**config.mk**
```make
export PLATFORM = sky130hd
export DESIGN_NAME = sprite_write_arbiter_flat
export DESIGN_NICKNAME = d
export VERILOG_FILES = /design/src/rtl/sprite_write_if.sv /design/src/rtl/sprite_write_arbiter.sv /design/src/flat_wrapper.sv
export SDC_FILE = /design/constraint.sdc
export NUM_CORES = 1
export LEC_CHECK = 0
export CORE_ASPECT_RATIO = 0.6
export CORE_MARGIN = 4
export CORE_UTILIZATION = 38
export CTS_CLUSTER_SIZE = 20
export DETAILED_ROUTE_END_ITERATION = 12
export PLACE_DENSITY = 0.7
export SYNTH_ARGS = -nofsm -noshare
export SYNTH_HDL_FRONTEND = slang
export SYNTH_SLANG_ARGS = --single-unit
```
**constraint.sdc**
```tcl
create_clock -name clk_draw -period 2.3 [get_ports clk_draw]
set_clock_uncertainty 0.1 [all_clocks]
set_input_delay 0.46 -clock clk_draw [delete_from_list [all_inputs] [get_ports clk_draw]]
set_output_delay 0.46 -clock clk_draw [all_outputs]
set_load 0.02 [all_outputs]
```
**src/rtl/sprite_write_if.sv**
```systemverilog
// Write-request bus for the sprite attribute BRAM arbiter: two requester handshakes,
// control strobes and the registered BRAM write port.
interface sprite_write_if #(
    parameter int unsigned FIELD_W = 32
);
    logic               write_window;
    logic               flush;

    logic               host_valid;
    logic               host_ready;
    logic [8:0]         host_index;
    logic [1:0]         host_field;
    logic [FIELD_W-1:0] host_data;

    logic               mot_valid;
    logic               mot_ready;
    logic [8:0]         mot_index;
    logic [1:0]         mot_field;
    logic [FIELD_W-1:0] mot_data;

    logic [8:0]         w_index;
    logic [FIELD_W-1:0] w_data;
    logic [3:0]         w_en;
    logic               busy;

    modport master (
        output write_window, flush,
        output host_valid, host_index, host_field, host_data,
        output mot_valid, mot_index, mot_field, mot_data,
        input  host_ready, mot_ready,
        input  w_index, w_data, w_en, busy
    );

    modport slave (
        input  write_window, flush,
        input  host_valid, host_index, host_field, host_data,
        input  mot_valid, mot_index, mot_field, mot_data,
        output host_ready, mot_ready,
        output w_index, w_data, w_en, busy
    );
endinterface

```
**src/rtl/sprite_write_arbiter.sv**
```systemverilog
// Round-robin arbiter sharing the sprite attribute BRAM write port between the host
// register bus and the motion engine, each behind a 1-deep holding register.
module sprite_write_arbiter #(
    parameter int unsigned FIELD_W          = 32,
    parameter bit          HOST_WINDOW_ONLY = 1'b1
) (
    input  logic           clk_draw,
    input  logic           rst_draw_n,
    sprite_write_if.slave  bus
);
    localparam int unsigned IDX_W = 9;
    localparam int unsigned FLD_W = 2;
    localparam int unsigned WEN_W = 4;

    typedef struct packed {
        logic [IDX_W-1:0]   index;
        logic [FLD_W-1:0]   field;
        logic [FIELD_W-1:0] data;
    } req_t;

    req_t               hold_h;
    req_t               hold_m;
    logic               pend_h;
    logic               pend_m;
    logic               last_grant_m;
    logic               host_elig;
    logic               mot_elig;
    logic               same_target;
    logic               gnt_h;
    logic               gnt_m;
    logic               acc_h;
    logic               acc_m;
    logic [IDX_W-1:0]   w_index_q;
    logic [FIELD_W-1:0] w_data_q;
    logic [WEN_W-1:0]   w_en_q;

    // Grant: round-robin on a tie, except a same-target collision where motion goes
    // first so the host value is the one left in the BRAM.
    always_comb begin
        gnt_h       = 1'b0;
        gnt_m       = 1'b0;
        host_elig   = pend_h && (bus.write_window || !HOST_WINDOW_ONLY);
        mot_elig    = pend_m;
        same_target = pend_h && pend_m &&
                      (hold_h.index == hold_m.index) && (hold_h.field == hold_m.field);
        if (host_elig && mot_elig) begin
            if (same_target || !last_grant_m) begin
                gnt_m = 1'b1;
            end else begin
                gnt_h = 1'b1;
            end
        end else if (host_elig) begin
            gnt_h = 1'b1;
        end else if (mot_elig) begin
            gnt_m = 1'b1;
        end
    end

    assign bus.host_ready = !pend_h || gnt_h;
    assign bus.mot_ready  = !pend_m || gnt_m;
    assign acc_h          = bus.host_valid && bus.host_ready;
    assign acc_m          = bus.mot_valid && bus.mot_ready;
    assign bus.busy       = pend_h || pend_m;
    assign bus.w_index    = w_index_q;
    assign bus.w_data     = w_data_q;
    assign bus.w_en       = w_en_q;

    always_ff @(posedge clk_draw or negedge rst_draw_n) begin
        if (!rst_draw_n) begin
            pend_h       <= 1'b0;
            pend_m       <= 1'b0;
            hold_h       <= '0;
            hold_m       <= '0;
            last_grant_m <= 1'b1;
            w_index_q    <= '0;
            w_data_q     <= '0;
            w_en_q       <= '0;
        end else begin
            // Flush wins over a same-cycle accept; the accepted request is discarded.
            if (bus.flush) begin
                pend_h <= 1'b0;
            end else if (acc_h) begin
                pend_h <= 1'b1;
            end else if (gnt_h) begin
                pend_h <= 1'b0;
            end

            if (bus.flush) begin
                pend_m <= 1'b0;
            end else if (acc_m) begin
                pend_m <= 1'b1;
            end else if (gnt_m) begin
                pend_m <= 1'b0;
            end

            if (acc_h) begin
                hold_h <= '{index: bus.host_index, field: bus.host_field, data: bus.host_data};
            end
            if (acc_m) begin
                hold_m <= '{index: bus.mot_index, field: bus.mot_field, data: bus.mot_data};
            end

            if (gnt_h) begin
                w_index_q    <= hold_h.index;
                w_data_q     <= hold_h.data;
                w_en_q       <= WEN_W'(1) << hold_h.field;
                last_grant_m <= 1'b0;
            end else if (gnt_m) begin
                w_index_q    <= hold_m.index;
                w_data_q     <= hold_m.data;
                w_en_q       <= WEN_W'(1) << hold_m.field;
                last_grant_m <= 1'b1;
            end else begin
                w_en_q       <= '0;
            end
        end
    end
endmodule
```
**src/flat_wrapper.sv**
```systemverilog
// flat-port wrapper written by rule: the top's interface ports become plain ports
module sprite_write_arbiter_flat 
#(
    parameter int unsigned FIELD_W          = 32,
    parameter bit          HOST_WINDOW_ONLY = 1'b1
)
  (clk_draw, rst_draw_n, bus_write_window, bus_flush, bus_host_valid, bus_host_index, bus_host_field, bus_host_data, bus_mot_valid, bus_mot_index, bus_mot_field, bus_mot_data, bus_host_ready, bus_mot_ready, bus_w_index, bus_w_data, bus_w_en, bus_busy);
  sprite_write_if #(.FIELD_W(FIELD_W)) bus_i ();
  input  logic clk_draw;
  input  logic rst_draw_n;
  input wire logic [$bits(bus_i.write_window)-1:0] bus_write_window;
  input wire logic [$bits(bus_i.flush)-1:0] bus_flush;
  input wire logic [$bits(bus_i.host_valid)-1:0] bus_host_valid;
  input wire logic [$bits(bus_i.host_index)-1:0] bus_host_index;
  input wire logic [$bits(bus_i.host_field)-1:0] bus_host_field;
  input wire logic [$bits(bus_i.host_data)-1:0] bus_host_data;
  input wire logic [$bits(bus_i.mot_valid)-1:0] bus_mot_valid;
  input wire logic [$bits(bus_i.mot_index)-1:0] bus_mot_index;
  input wire logic [$bits(bus_i.mot_field)-1:0] bus_mot_field;
  input wire logic [$bits(bus_i.mot_data)-1:0] bus_mot_data;
  output wire logic [$bits(bus_i.host_ready)-1:0] bus_host_ready;
  output wire logic [$bits(bus_i.mot_ready)-1:0] bus_mot_ready;
  output wire logic [$bits(bus_i.w_index)-1:0] bus_w_index;
  output wire logic [$bits(bus_i.w_data)-1:0] bus_w_data;
  output wire logic [$bits(bus_i.w_en)-1:0] bus_w_en;
  output wire logic [$bits(bus_i.busy)-1:0] bus_busy;
  assign bus_i.write_window = bus_write_window;
  assign bus_i.flush = bus_flush;
  assign bus_i.host_valid = bus_host_valid;
  assign bus_i.host_index = bus_host_index;
  assign bus_i.host_field = bus_host_field;
  assign bus_i.host_data = bus_host_data;
  assign bus_i.mot_valid = bus_mot_valid;
  assign bus_i.mot_index = bus_mot_index;
  assign bus_i.mot_field = bus_mot_field;
  assign bus_i.mot_data = bus_mot_data;
  assign bus_host_ready = bus_i.host_ready;
  assign bus_mot_ready = bus_i.mot_ready;
  assign bus_w_index = bus_i.w_index;
  assign bus_w_data = bus_i.w_data;
  assign bus_w_en = bus_i.w_en;
  assign bus_busy = bus_i.busy;
  sprite_write_arbiter #(.FIELD_W(FIELD_W), .HOST_WINDOW_ONLY(HOST_WINDOW_ONLY)) u_core (.clk_draw(clk_draw), .rst_draw_n(rst_draw_n), .bus(bus_i));
endmodule
```
; ---- After elaboration in Yosys (flattened, before gate mapping)
; Index checks and enable logic that the tools add are counted.
; W data, S select, Z words.
[word_totals]
reg_bits = 134
in_bits = 92
output_inout_bits = 48
elab_cells = 54
[classes]
n_eq_ne = 2
shifts = 2
mux = 21
reduce_logical = 17
[op_table]
columns = op, n
row1 = $mux W32, 2
row2 = $mux W9, 2
row3 = $mux W1, 15
row4 = $eq A9 B9 Y1, 1
row5 = $mux W4, 2
row6 = $shl A1 B2 Y4 const A, 2
row7 = $logic_and A1 B1 Y1, 7
row8 = $reduce_bool A3 Y1, 2
row9 = $logic_or A1 B1 Y1, 4
row10 = $logic_not A1 Y1, 3
row11 = $eq A2 B2 Y1, 1
row12 = $reduce_bool A2 Y1, 1

; ---- Logic depth before layout (Yosys ltp)
; Gate-level depths: netlist of the first run.
[depth]
ltp_word = 10
ltp_mapped = 6

; ---- Worst setup path before layout of the first run
; No wires, ideal clock.
[synth_timing]
path_kind = register to register
start = reg u_core.hold_m[33] (netlist name)
end = reg u_core.hold_m[0] (netlist name)
t_arrival_ps = 1789
required_time_ps = 2072
slack_ps = 283
stages_incl_launch_ff = 7
path_buffers = 1
path_cell_list = dfrtp_1 xnor2_1 nand4_1 o311ai_4 o21ai_2 buf_2 mux2_1
[synth_between]
elab_chain_len = 7
[synth_lines]
columns = element, line
row1 = start: declaration, sprite_write_arbiter.sv:22  ; req_t hold_m;
row2 = start signal: assignment, sprite_write_arbiter.sv:100  ; hold_m <= '{index: bus.mot_index, field: bus.mot_field, data: bus.mot_data};
row3 = $eq A2 B2 Y1, sprite_write_arbiter.sv:45  ; (hold_h.index == hold_m.index) && (hold_h.field == hold_m.field);
row4 = $logic_and A1 B1 Y1, sprite_write_arbiter.sv:45
row5 = $logic_or A1 B1 Y1, sprite_write_arbiter.sv:47  ; if (same_target || !last_grant_m) begin
row6 = $mux W1, sprite_write_arbiter.sv:47
row7 = $mux W1, sprite_write_arbiter.sv:46  ; if (host_elig && mot_elig) begin
row8 = $logic_or A1 B1 Y1, sprite_write_arbiter.sv:60  ; assign bus.mot_ready = !pend_m || gnt_m;
row9 = $logic_and A1 B1 Y1, sprite_write_arbiter.sv:62  ; assign acc_m = bus.mot_valid && bus.mot_ready;
; No other way between the ends.
; A chain may end at the register's enable or synchronous reset.

; ---- Final worst setup path of the first run
[layout_timing]
start = reg u_core.hold_m[36] (netlist name)
end = out bus_mot_ready
[layout_between]
elab_chain_len = 7
[layout_lines]
columns = element, line
row1 = $eq A9 B9 Y1, sprite_write_arbiter.sv:45
row2 = $logic_and A1 B1 Y1, sprite_write_arbiter.sv:44  ; same_target = pend_h && pend_m &&
row3 = $logic_and A1 B1 Y1, sprite_write_arbiter.sv:45
row4 = $logic_or A1 B1 Y1, sprite_write_arbiter.sv:47
row5 = $mux W1, sprite_write_arbiter.sv:47
row6 = $mux W1, sprite_write_arbiter.sv:46
row7 = $logic_or A1 B1 Y1, sprite_write_arbiter.sv:60
row8 = end: declaration, flat_wrapper.sv:22  ; output wire logic [$bits(bus_i.mot_ready)-1:0] bus_mot_ready;
; No other way between the ends.

==> results.yml, run 1 <==
status:
  status: "finished, violations left"
  violations: "setup timing"
timing:
  setup_viol: 2
  timing.max_slew.rel_slack_pct: 52.2
  finalHoldViolCount: 0
  post-route-period-util_pct: 106
  setup_ws_ns: -0.141
  worst_pin_slew_ns: 0.717
  rsz0062_at_grt: "yes"
  hold_ws_ns: 0.296
  slew_violations: 0
  fmax_mhz: 410
  period_needed_ns: 2.44
die:
  rows: 34
  fp.coreArea_sq_um: 14500
  start_util_pct: 39.0
  pin_count: 140
  fp.dieH_um: 103
  die_w_um: 166
  die_area_sq_um: 17000
cts:
  insertion_delay_ns: 0.41
  cts_tree: "done"
  cts.clk_slew.worst_paths_ns: 0.06
  cts_root_buf: "clkbuf_16"
  cts.sinks: 134
  numCtsBuffers: 17
  clk_path_buf_depth: 2
  cts_htree_levels: 4
global_routing:
  gr-total-overflow: 0
  grt_pass1_vias: 4710
  grt_pass1_wl_mm: 25.9
  grt_max_degree: 77
  grt_usage_pct: 19.5
  antenna_found_initial: 1
synthesis:
  synth_top_area_share_pct: 58.6
  ys_top_cells_by_area: "dfrtp_1 (59%), mux2_2 (9.1%), mux2_1 (7.9%)"
  ys_seq_area_share_pct: 59.1
  synth_simple_gate_area_share_pct: 4.78
  syn_inst: 466
  synth_xor_area_share_pct: 1.70
  synth_top_cell_by_area: "dfrtp_1"
  syn_area_sq_um: 5680
  synth_fa_ha_area_share_pct: 0
  synth_top_family_by_area: "multiplexers"
  synth.distinct_cells: 27
  ys_ff_latch: 134
  synth-compound-area-share_pct: 14.5
  synth_nets: 558
  synthMuxAreaShare_pct: 17.1
  yosysWarnings: 0
  avgSynthCellArea_sq_um: 12.2
final_layout:
  final_util_pct: 57.5
  area_delta_synth_final_pct: 47.4
  n_antenna_cell: 0
  drive_gt1_share_pct: 22.3
  nets: 725
  layout_commonest_cell: "clkdlybuf4s50_1"
  final_cell_mix: "clkdlybuf4s50_1 (135), dfrtp_1 (132), mux2_2 (46)"
  nFillCells: 1201
routing:
  drt_first_pass_iters: 5
  met1_length_mm: 7.71
  antenna_left: 0
  drtIter0Drc: 265
  via_per_inst: 5.29
  drc: 0
  wl_met2_mm: 7.33
  drt-total-wl_mm: 16.5
  wl_per_cell_um: 19.5
  vias: 4462
  wl_met3_mm: 1.33
  top_layer: "met5"
placement:
  globalplace.congestion: 0.786
  post-place-ws_ns: -0.447
  hpwlAfterDp_mm: 10.8
  port_buffers: 139
critical_path:
  worstRegToRegCells: 7
  reg2reg_to: "u_core.hold_m[2]"
  cp-end-kind: "output port"
  reg2reg_from: "u_core.hold_m[36]"
  required_ns: 1.74
  startpoint: "u_core.hold_m[36]"
  cp-start-kind: "flop"
  arrival_ns: 1.88
  r2r_slack_ns: 0.05
  crit_fanout: 3
  crit_type: "reg -> out"
pwr:
  leakage_uw: 0.00351
  irDropWorstVdd_mv: 0.375
  powerDensity_nw_per_um2: 853
job:
  cap_violations: 0
min_path:
  hp-class: "in -> async"
==> timing repair <==
action | 4_1_cts | 5_1_grt
pin swaps | 10 | 4
buffers inserted | 1 | 2
endpoints found under the hold margin | 76 | 0
setup endpoints to repair | 53 | 11
gates resized for setup | 29 | 3
gates cloned | 0 | 1
hold buffers | 1 | 0
==> cell usage after synthesis <==
master and instances:
a21boi_1 1, a21oi_1 43, a22oi_1 41, and2_1 2
and4_1 3, buf_2 9, clkbuf_1 25, dfrtp_1 133
dfstp_2 1, inv_1 6, mux2_1 40, mux2_2 46
nand2_1 43, nand2b_1 1, nand3_1 2, nand3b_1 1
nand4_1 5, nor2_1 1, o2111ai_1 1, o211a_1 1
o21ai_0 42, o21ai_2 1, o22ai_1 2, o311ai_4 1
o32ai_1 2, or2_2 2, xnor2_1 11
==> cell type report <==
class | instances | area (sq um) | share of cell area, %
clock buffer | 19 | 443 | 5.29
clock inverter | 13 | 156 | 1.87
inverter | 6 | 22.5 | 0.269
multi-input combinational | 292 | 2290 | 27.4
sequential | 134 | 3360 | 40.1
tap | 198 | 248 | 2.96
timing repair buffer | 182 | 1850 | 22.1
==> worst max path at each step <==
stage | to | slack (ns) | depth (start not counted)
2_1_floorplan | u_core.hold_m[0] | 0.28 | 6
3_3_place_gp | bus_mot_ready | -0.41 | 5
3_5_place_dp | u_core.bus.w_data[17] | -0.45 | 7
4_1_cts | bus_mot_ready | -0.16 | 5
5_1_grt | bus_mot_ready | -0.24 | 5
6_report | bus_mot_ready | -0.14 | 5
==> registers in the layout, summed over array words and instances, names as in the netlist <==
signal and flops:
u_core.bus.w_en 4, u_core.hold_h 43, u_core.pend_h 1, u_core.hold_m 43, u_core.mot_elig 1, u_core.bus.w_data 32, u_core.bus.w_index 9, u_core.last_grant_m 1
==> critical path, cell delays in order, from the launching register on <==
cell and delay (ns):
dfrtp_1 0.40, xnor2_1 0.21, nand4_1 0.25, o311ai_4 0.30
or2_4 0.19, buf_6 0.11
==> logic make-up (layout without fill, tap and decap cells) <==
family          after synthesis  after routing
mux                          86             86
flops                       134            134
xor+xnor                     11             11
buf+inv                      40            220
compound gates              135            135
simple gates                 60             60
==> metrics by stage <==
stage	instance area, sq um	total power (uW)	cells	setup TNS (ns)
after floorplan	5680	3580	466	0
after global placement	7600	4320	807	-19.59
after detailed placement	7600	4370	807	-23.75
after CTS	8310	7190	841	-0.157
after global routing	8370	7460	844	-1.32
final	8370	7130	844	-0.213
==> metal layers <==
metal	global-route usage [%]	up-vias
met1	27.6	2261
met4	5.83	2
met5	0	-
met3	6.13	12
met2	29.1	173
li1	-	2014
==> report_power, final <==
| part | switching, uW | internal, uW | total (uW) | leakage (uW) |
|---|---|---|---|---|
| Clock | 1000 | 1730 | 2730 | 0.000292 |
| Sequential | 227 | 2700 | 2920 | 0.00161 |
| Combinational | 681 | 799 | 1480 | 0.00162 |
No activity file was read; power rests on OpenSTA's default activity.
==> run 2, diff against run 1 <==
Settings changed: ABC_CLOCK_PERIOD_IN_PS from default to 2300.
==> results of run 2 <==
Final layout, timing and power as in run 1 (identical DEF).
